## src/rtl/pc_stack.sv

```systemverilog
// pc_stack: program counter with a hardware return-address stack.
// Q addresses instruction memory. Load jumps, Call pushes Q+1 and jumps,
// Ret pops into Q, Enable increments. Only one command acts per edge, in the
// order Load > Call > Ret > Enable. Err latches overflow and underflow until
// Reset or ClrErr.
// Build option PC_STACK_WRAP_EN: a Call on a full stack overwrites the oldest
// entry instead of flagging an error. The stack becomes circular.
module pc_stack #(
  parameter int               WIDTH      = 16,
  parameter int               DEPTH      = 8,
  parameter logic [WIDTH-1:0] RESET_ADDR = '0
) (
  input  logic                       Clock,
  input  logic                       Reset,
  input  logic [WIDTH-1:0]           D,
  input  logic                       Enable,
  input  logic                       Load,
  input  logic                       Call,
  input  logic                       Ret,
  input  logic                       ClrErr,
  output logic [WIDTH-1:0]           Q,
  output logic [$clog2(DEPTH+1)-1:0] Count,
  output logic                       Full,
  output logic                       Empty,
  output logic                       Err
);

  localparam int CW = $clog2(DEPTH + 1);
  localparam int PW = $clog2(DEPTH);
  localparam logic [CW-1:0] FULL_CNT = CW'(DEPTH);
  localparam logic [PW-1:0] LAST_PTR = PW'(DEPTH - 1);

  logic [WIDTH-1:0] q_q, q_d;
  logic [CW-1:0]    cnt_q, cnt_d;
  // ptr points at the next slot to write. When the stack is full it also
  // points at the oldest entry, which is the slot a wrapping Call reuses.
  logic [PW-1:0]    ptr_q, ptr_d;
  logic             err_q, err_d;
  logic [WIDTH-1:0] stack_q [DEPTH];
  logic [WIDTH-1:0] stack_d [DEPTH];

  logic [PW-1:0]    ptr_inc, ptr_dec;
  logic             full, empty, err_set;

  assign full    = (cnt_q == FULL_CNT);
  assign empty   = (cnt_q == '0);
  assign ptr_inc = (ptr_q == LAST_PTR) ? '0 : ptr_q + PW'(1);
  assign ptr_dec = (ptr_q == '0) ? LAST_PTR : ptr_q - PW'(1);

  // Select the single command for this edge and compute the next state.
  always_comb begin
    q_d     = q_q;
    cnt_d   = cnt_q;
    ptr_d   = ptr_q;
    err_d   = err_q;
    stack_d = stack_q;
    err_set = 1'b0;
    if (Load) begin
      q_d = D;
    end else if (Call) begin
      if (!full) begin
        stack_d[ptr_q] = q_q + WIDTH'(1);
        ptr_d          = ptr_inc;
        cnt_d          = cnt_q + CW'(1);
        q_d            = D;
      end else begin
`ifdef PC_STACK_WRAP_EN
        stack_d[ptr_q] = q_q + WIDTH'(1);
        ptr_d          = ptr_inc;
        q_d            = D;
`else
        err_set = 1'b1;
`endif
      end
    end else if (Ret) begin
      if (!empty) begin
        q_d   = stack_q[ptr_dec];
        ptr_d = ptr_dec;
        cnt_d = cnt_q - CW'(1);
      end else begin
        err_set = 1'b1;
      end
    end else if (Enable) begin
      q_d = q_q + WIDTH'(1);
    end
    // A new error on the same edge as ClrErr must leave Err set.
    if (ClrErr) err_d = 1'b0;
    if (err_set) err_d = 1'b1;
  end

  // PC, occupancy, pointer and error flag are cleared asynchronously.
  always_ff @(posedge Clock or posedge Reset) begin
    if (Reset) begin
      q_q   <= RESET_ADDR;
      cnt_q <= '0;
      ptr_q <= '0;
      err_q <= 1'b0;
    end else begin
      q_q   <= q_d;
      cnt_q <= cnt_d;
      ptr_q <= ptr_d;
      err_q <= err_d;
    end
  end

  // Stack contents need no reset because Count guards every read.
  always_ff @(posedge Clock) begin
    stack_q <= stack_d;
  end

  assign Q     = q_q;
  assign Count = cnt_q;
  assign Full  = full;
  assign Empty = empty;
  assign Err   = err_q;

endmodule

```

## config.mk

```make
export PLATFORM = sky130hd
export DESIGN_NAME = pc_stack
export DESIGN_NICKNAME = d
export VERILOG_FILES = /design/src/rtl/pc_stack.sv
export SDC_FILE = /design/constraint.sdc
export NUM_CORES = 1
export LEC_CHECK = 0
export CORE_MARGIN = 2
export CORE_UTILIZATION = 50
export DETAILED_ROUTE_END_ITERATION = 8
export MAX_ROUTING_LAYER = met4
export PLACE_DENSITY = 0.67
export SYNTH_ARGS = -nofsm -noshare
export SYNTH_HDL_FRONTEND = slang
export SYNTH_SLANG_ARGS = --single-unit
```

## constraint.sdc

```tcl
create_clock -name Clock -period 3.25 [get_ports Clock]
set_input_delay 0.65 -clock Clock [delete_from_list [all_inputs] [get_ports Clock]]
set_output_delay 0.65 -clock Clock [all_outputs]
set_load 0.05 [all_outputs]
```

==> reports/metrics.csv, run 1 <==
stage,metric,value,unit
setup_path,crit-path max FO,7,
die,Die Height,119,um
pwr,Comb power frac,37.6,%
final_layout,multi-input logic area,2060,um2
synth,main area contributors after synthesis,"edfxtp_1 (58%), dfrtp_1 (9.0%), mux4_2 (7.4%)",
die,core box area,13100,um2
pwr,LEAKAGE,2.80,nW
global_route,largest net degree at the start of global routing,42,
setup_path,R2R Path Start,ptr_q[1],
route,drt pass-1 iters,4,
synth,Yosys cell types,61,
final_layout,Nets,546,
synth,Mapped Area,6650,um2
final_layout,final instance area,8010,um2
pwr,PnR Total Power,7.53,mW
timing,minimum clock period,3.03,ns
synth,register bit total from synthesis,152,
synth,synthesized instance count,447,
setup_path,Buf/Inv on CP,2,
timing,Setup TNS,0,ns
route,routed wire length,15600,um
final_layout,sequential cell area,4440,um2
pwr,Net Sw Frac,35.3,%
pwr,Pint,4.87,mW
synth,asr flop ratio synth,15.8,%
synth,share of the synthesized area in the top cell type,57.8,%
final_layout,Ant. Diodes,0,
die,Initial Utilization,50.6,%
route,Iter 0 DRT Violations,409,
setup_path,crit end category,output port,
pwr,Net Sw Power,2.65,mW
placed_design,HPWL Detailed,10100,um
clock_tree,hold_buf cts,0,
setup_path,Worst R2R Path Depth,9,
hold_path,Hold Path End,Err,
clock_tree,clock buffer depth,2,
placed_design,dpl cell area,7400,um2
setup_path,worst reg2reg endpoint,Q[13],
clock_tree,Num CTS Buffers,17,
synth,top_reg_cell synth,edfxtp_1,
global_route,initial antenna violation count,0,
synth,post-synthesis average cell area,14.9,um2
die,die area,14200,um2
die,Ports,46,
synth,Synth top cells by count,"edfxtp_1 (128), nand2_1 (51), dfrtp_1 (24), nor2_1 (24), mux4_2 (22)",
global_route,number of global-route vias before repair,4184,
global_route,GR Util All Layers,24.1,%
placed_design,port bufs,45,
route,Post-DRT Antenna Nets,0,
route,routed vias,4147,
final_layout,Filler Cells Inserted,986,
setup_path,Crit Path Class,flop to output port,
clock_tree,"CTS clk-pin slew, worst paths",0.06,ns
final_layout,Finished Layout Cells,704,
setup_path,CP Cell Sequence,or4b_1 > inv_1 > clkdlybuf4s50_1,
timing,Hold WS,0.555,ns
timing,RSZ-0062 raised after global routing,false,
setup_path,"CP delay by family, top",buffers and inverters,
timing,Worst slew margin,32.3,%
clock_tree,clk_lat worst skew,0.42,ns
placed_design,Placer Congestion,0.890,
synth,leading area contributor after synthesis,edfxtp_1,
setup_path,Worst EP arrival,2.38,ns
placed_design,placed cell count,672,
route,DR WL/cell,22.1,um
timing,FMAX,330,MHz
setup_path,"Max stage delay cell, worst path",clkdlybuf4s50_1,
synth,Post-Syn Nets,478,
setup_path,WP data required,2.60,ns
final_layout,Layout area overhead,20.3,%
synth,top-count cell post-synth,edfxtp_1,
timing,Final WS setup,0.224,ns
setup_path,CP peak stage delay,0.79,ns
hold_path,hold_sp,Err,
clock_tree,Max H-tree Level,4,
hold_path,hold crit path type,flop to flop,
clock_tree,Clock Sink Count,152,
global_route,first-pass GRT wire length,24100,um
flow_run,Max Cap Viol,0,
final_layout,Finished Core Util,60.9,%
timing,Fin Clk Skew,0.00890,ns
global_route,GR Overflow Total,0,
final_layout,layout cell share with drive strength beyond 1,17.6,%
timing,final hold viol count,0,
die,Die W,119,um
timing,"Slew Viols, Final",0,
die,Rows,42,
setup_path,Worst R2R Setup Slack,0.60,ns
pwr,share of total power in the clock network,26.3,%
clock_tree,Resized Gates After CTS,0,
pwr,Seq pwr share,36.1,%
route,vias per cell,5.89,
setup_path,Critical Path Source Type,flop,
timing,setup violators final,0,
timing,Slew @ Worst Pin,1.01,ns
clock_tree,setup bufs post-CTS,0,
pwr,Max rail drop VDD,437,uV
synth,register area share after synthesis,66.8,%
outcome,status,"complete, no violations",
hold_path,Cells on Worst Hold Path,2,
placed_design,pre-CTS setup slack,0.417,ns
clock_tree,CTS tree,yes,
setup_path,CP Depth,3,
synth,Ys Warns,0,
pwr,Pwr Density,940,nW/um2
clock_tree,CTS root buf,clkbuf_16,
synth,"EDFF count, synth",128,
route,drt drc,0,
timing,Tcrit/Tclk final,93.1,%
-- kinds of logic (layout without fill, tap and decap cells) --
logic type      count (synthesis)  in the layout  synth area share, %
flops                         152            152                 66.8
simple gates                  131            131                 9.65
compound gates                 76             76                 8.22
xor+xnor                       17             17                 2.24
buf+inv                        31            112                 2.52
fa+ha+maj                       8              8                 1.62
mux                            32             32                 8.97
-- registers in the layout, summed over array words and instances (netlist names) --
| register | flops |
|---|---|
| stack_q | 128 |
| ptr_q | 3 |
| Q | 16 |
| Err | 1 |
| Count | 4 |
-- layout make-up --
type,count,area share (%)
Clock buffer,25,6.46
Tap cell,176,2.75
Clock inverter,7,1.09
Timing Repair Buffer,67,7.85
Sequential cell,152,55.5
Inverter,13,0.610
Multi-Input combinational cell,264,25.7
-- worst max path at each step --
stage               slack (ns)     start           end
finish                    0.22  Count[0]          Full
global placement          0.46       Ret          Q[7]
CTS                       0.20  Count[0]          Full
floorplan                 0.33  Count[0]  stack_q[112]
global route              0.17  Count[0]          Full
detailed placement        0.42       Ret          Q[7]
-- routing by layer --
metal  wire length (um)  track usage [%]  up-vias
met1               6810             32.9     2109
li1                   -                -     1864
met2               7490             35.8      140
met4                391             9.78        0
met5                  0                -        -
met3                905             5.22       34
-- placed cells by master (no fill, tap or decap), drive strengths merged, types with 3 or more instances in the layout --
cell	instances
edfxtp	128
nand2	51
clkdlybuf4s50	45
nor2	25
clkbuf	25
dfrtp	24
mux4	22
buf	22
o21ai	19
nand3	16
a21oi	15
inv	13
xnor2	10
mux2i	9
xor2	7
a31oi	7
ha	7
a221oi	7
nor3	6
o22ai	5
nand2b	5
nand4	5
and2	4
or3	4
and3	4
clkinv	4
a211oi	4
o21a	3
a32oi	3
o211ai	3
-- tightest hold or removal path: stages, from the launching register on --
cell,delay (ns)
dfrtp_1,0.40
inv_1,0.05
o21ai_0,0.06
-- power groups by stage --
| stage | Sequential, mW | Clock (mW) | Combinational, mW |
|---|---|---|---|
| after floorplan | 2.96 | 0 | 1.73 |
| after global routing | 2.75 | 2.08 | 3.05 |
| final | 2.72 | 1.98 | 2.83 |
| after global placement | 2.74 | 0 | 2.80 |
| after CTS | 2.71 | 2.00 | 2.86 |
| after detailed placement | 2.75 | 0 | 2.85 |
Power figures use the tool's default switching activity.
==> run 2, diff against run 1 <==
Settings changed: HOLD_SLACK_MARGIN set to 0.1.
==> results of run 2 <==
Final layout, timing and power as in run 1 (identical DEF).
==> run 3, diff against run 2 <==
Settings changed: CAP_MARGIN set to 20.
==> reports/metrics.csv, run 3 (same netlist as run 1, synthesis figures left out) <==
stage,metric,value,unit,change
outcome,status,"complete, no violations",,unchanged
route,drt drc,0,,unchanged
timing,FMAX,330,MHz,about the same
setup_path,Buf/Inv on CP,2,,unchanged
clock_tree,CTS tree,yes,,unchanged
setup_path,CP peak stage delay,0.79,ns,about the same
clock_tree,Num CTS Buffers,17,,unchanged
clock_tree,Max H-tree Level,4,,unchanged
pwr,Pwr Density,937,nW/um2,was 940 nW/um2
clock_tree,Resized Gates After CTS,0,,unchanged
setup_path,crit-path max FO,7,,unchanged
global_route,GR Overflow Total,0,,unchanged
setup_path,R2R Path Start,ptr_q[1],,unchanged
setup_path,Crit Path Class,flop to output port,,unchanged
timing,"Slew Viols, Final",0,,unchanged
final_layout,Ant. Diodes,0,,unchanged
timing,Slew @ Worst Pin,0.793,ns,was 1.01 ns
timing,setup violators final,0,,unchanged
clock_tree,hold_buf cts,0,,unchanged
timing,Worst slew margin,47.1,%,was 32.3%
die,Ports,46,,unchanged
final_layout,"most common cell after layout, fill and taps aside",edfxtp_1,,unchanged
pwr,Comb power frac,37.7,%,was 37.6%
clock_tree,"CTS clk-pin slew, worst paths",0.06,ns,about the same
global_route,first-pass GRT wire length,24100,um,unchanged
route,Post-DRT Antenna Nets,0,,unchanged
hold_path,hold crit path type,input port to async pin,,was flop to flop
route,Iter 0 DRT Violations,405,,was 409
clock_tree,clk_lat worst skew,0.43,ns,was 0.42 ns
die,Die W,119,um,unchanged
global_route,number of global-route vias before repair,4184,,unchanged
die,Initial Utilization,50.6,%,unchanged
placed_design,HPWL Detailed,10100,um,unchanged
setup_path,"CP delay by family, top",buffers and inverters,,unchanged
global_route,GR Util All Layers,24.1,%,unchanged
clock_tree,setup bufs post-CTS,0,,unchanged
timing,Setup TNS,0,ns,unchanged
timing,final hold viol count,0,,unchanged
setup_path,CP Cell Sequence,or4b_1 > inv_1 > clkdlybuf4s50_1,,unchanged
setup_path,Worst EP arrival,2.38,ns,about the same
pwr,Net Sw Frac,35.3,%,about the same
pwr,LEAKAGE,2.81,nW,was 2.80 nW
timing,Fin Clk Skew,0.00934,ns,was 0.00890 ns
final_layout,sequential cell area,4440,um2,unchanged
route,drt pass-1 iters,5,,was 4
setup_path,crit end category,output port,,unchanged
placed_design,pre-CTS setup slack,0.417,ns,unchanged
die,die area,14200,um2,unchanged
clock_tree,clock buffer depth,2,,unchanged
die,Rows,42,,unchanged
setup_path,Worst R2R Setup Slack,0.60,ns,about the same
pwr,share of total power in the clock network,26.3,%,about the same
final_layout,multi-input logic area,2060,um2,unchanged
final_layout,Largest Register,stack_q,,unchanged
setup_path,worst reg2reg endpoint,Q[13],,unchanged
final_layout,Nets,547,,was 546
pwr,Seq pwr share,36.1,%,about the same
placed_design,port bufs,45,,unchanged
setup_path,WP data required,2.60,ns,about the same
pwr,Net Sw Power,2.65,mW,about the same
timing,RSZ-0062 raised after global routing,false,,unchanged
setup_path,Critical Path Source Type,flop,,unchanged
flow_run,Max Cap Viol,0,,unchanged
clock_tree,CTS root buf,clkbuf_16,,unchanged
die,Die Height,119,um,unchanged
timing,Tcrit/Tclk final,93.1,%,about the same
final_layout,most frequent cells in the layout,"edfxtp_1 (128), nand2_1 (51), clkdlybuf4s50_1 (45)",,unchanged
route,vias per cell,5.85,,was 5.89
clock_tree,Clock Sink Count,152,,unchanged
final_layout,number of flip-flops in the largest register,128,,unchanged
route,DR WL/cell,22.1,um,about the same
route,routed wire length,15600,um,about the same
pwr,Pint,4.87,mW,about the same
placed_design,Placer Congestion,0.890,,unchanged
setup_path,Worst R2R Path Depth,9,,unchanged
setup_path,"Max stage delay cell, worst path",clkdlybuf4s50_1,,unchanged
final_layout,Filler Cells Inserted,982,,was 986
die,core box area,13100,um2,unchanged
final_layout,layout cell share with drive strength beyond 1,17.8,%,was 17.6%
global_route,largest net degree at the start of global routing,42,,unchanged
pwr,Max rail drop VDD,436,uV,was 437 uV
final_layout,Layout area overhead,20.7,%,was 20.3%
global_route,initial antenna violation count,0,,unchanged
timing,minimum clock period,3.03,ns,about the same
route,routed vias,4125,,"was 4,147"
timing,Final WS setup,0.223,ns,was 0.224 ns
-- run 3: cell types whose count changed in the layout (fill, tap and decap cells not counted), sizes merged --
cell  previous run  this run
buf             22        23
-- run 3: routing by layer --
layer	wire length (um)	global-route usage, %	vias to the layer above
li1	-	-	1864
met1	6810	32.9	2087
met2	7540	35.8	143
met3	862	5.22	31
met4	395	9.78	0
met5	0	-	-
-- run 3: how the worst max path moves through the flow --
| stage | startpoint | endpoint | slack, ns | depth (start not counted) |
|---|---|---|---|---|
| final | Count[0] | Full | 0.22 | 3 |
| after floorplan | Count[0] | stack_q[112] | 0.33 | 4 |
| after global routing | Count[0] | Full | 0.17 | 3 |
| after detailed placement | Ret | Q[7] | 0.42 | 6 |
| after global placement | Ret | Q[7] | 0.46 | 6 |
| after CTS | Count[0] | Full | 0.20 | 3 |
-- run 3: power groups by stage --
stage | Combinational [mW] | Sequential [mW] | Clock (mW)
after floorplan | 1.73 | 2.96 | 0
after global placement | 2.80 | 2.74 | 0
final | 2.83 | 2.72 | 1.98
after detailed placement | 2.85 | 2.75 | 0
after global routing | 3.05 | 2.75 | 2.08
after CTS | 2.86 | 2.71 | 2.00
-- run 3: layout make-up --
type,instances,area share [%]
timing repair buffer,68,8.16
multi-input combinational,264,25.6
inverter,13,0.607
tap,176,2.74
clock buffer,25,6.43
sequential,152,55.3
clock inverter,7,1.09
-- run 3: metrics by stage --
stage	cell area [um2]	hold WS (ns)	cells	power, mW	util (%)
6_report	8030	0.465	705	7.53	61.1
5_1_grt	8030	0.466	705	7.88	61.1
4_1_cts	8010	0.555	704	7.57	60.9
3_5_place_dp	7400	0.545	672	5.60	56.3
3_3_place_gp	7400	0.546	672	5.54	56.3
2_1_floorplan	6650	0.541	447	4.69	-
-- run 3: worst reg2reg max path, stage by stage, from the launching register on --
cell and delay, ns:
dfrtp_1 0.47, inv_1 0.12, ha_1 0.20, ha_1 0.24, nor2b_4 0.14, buf_12 0.26, mux4_2 0.61, and2_1 0.17
a21oi_1 0.20, a221oi_2 0.08
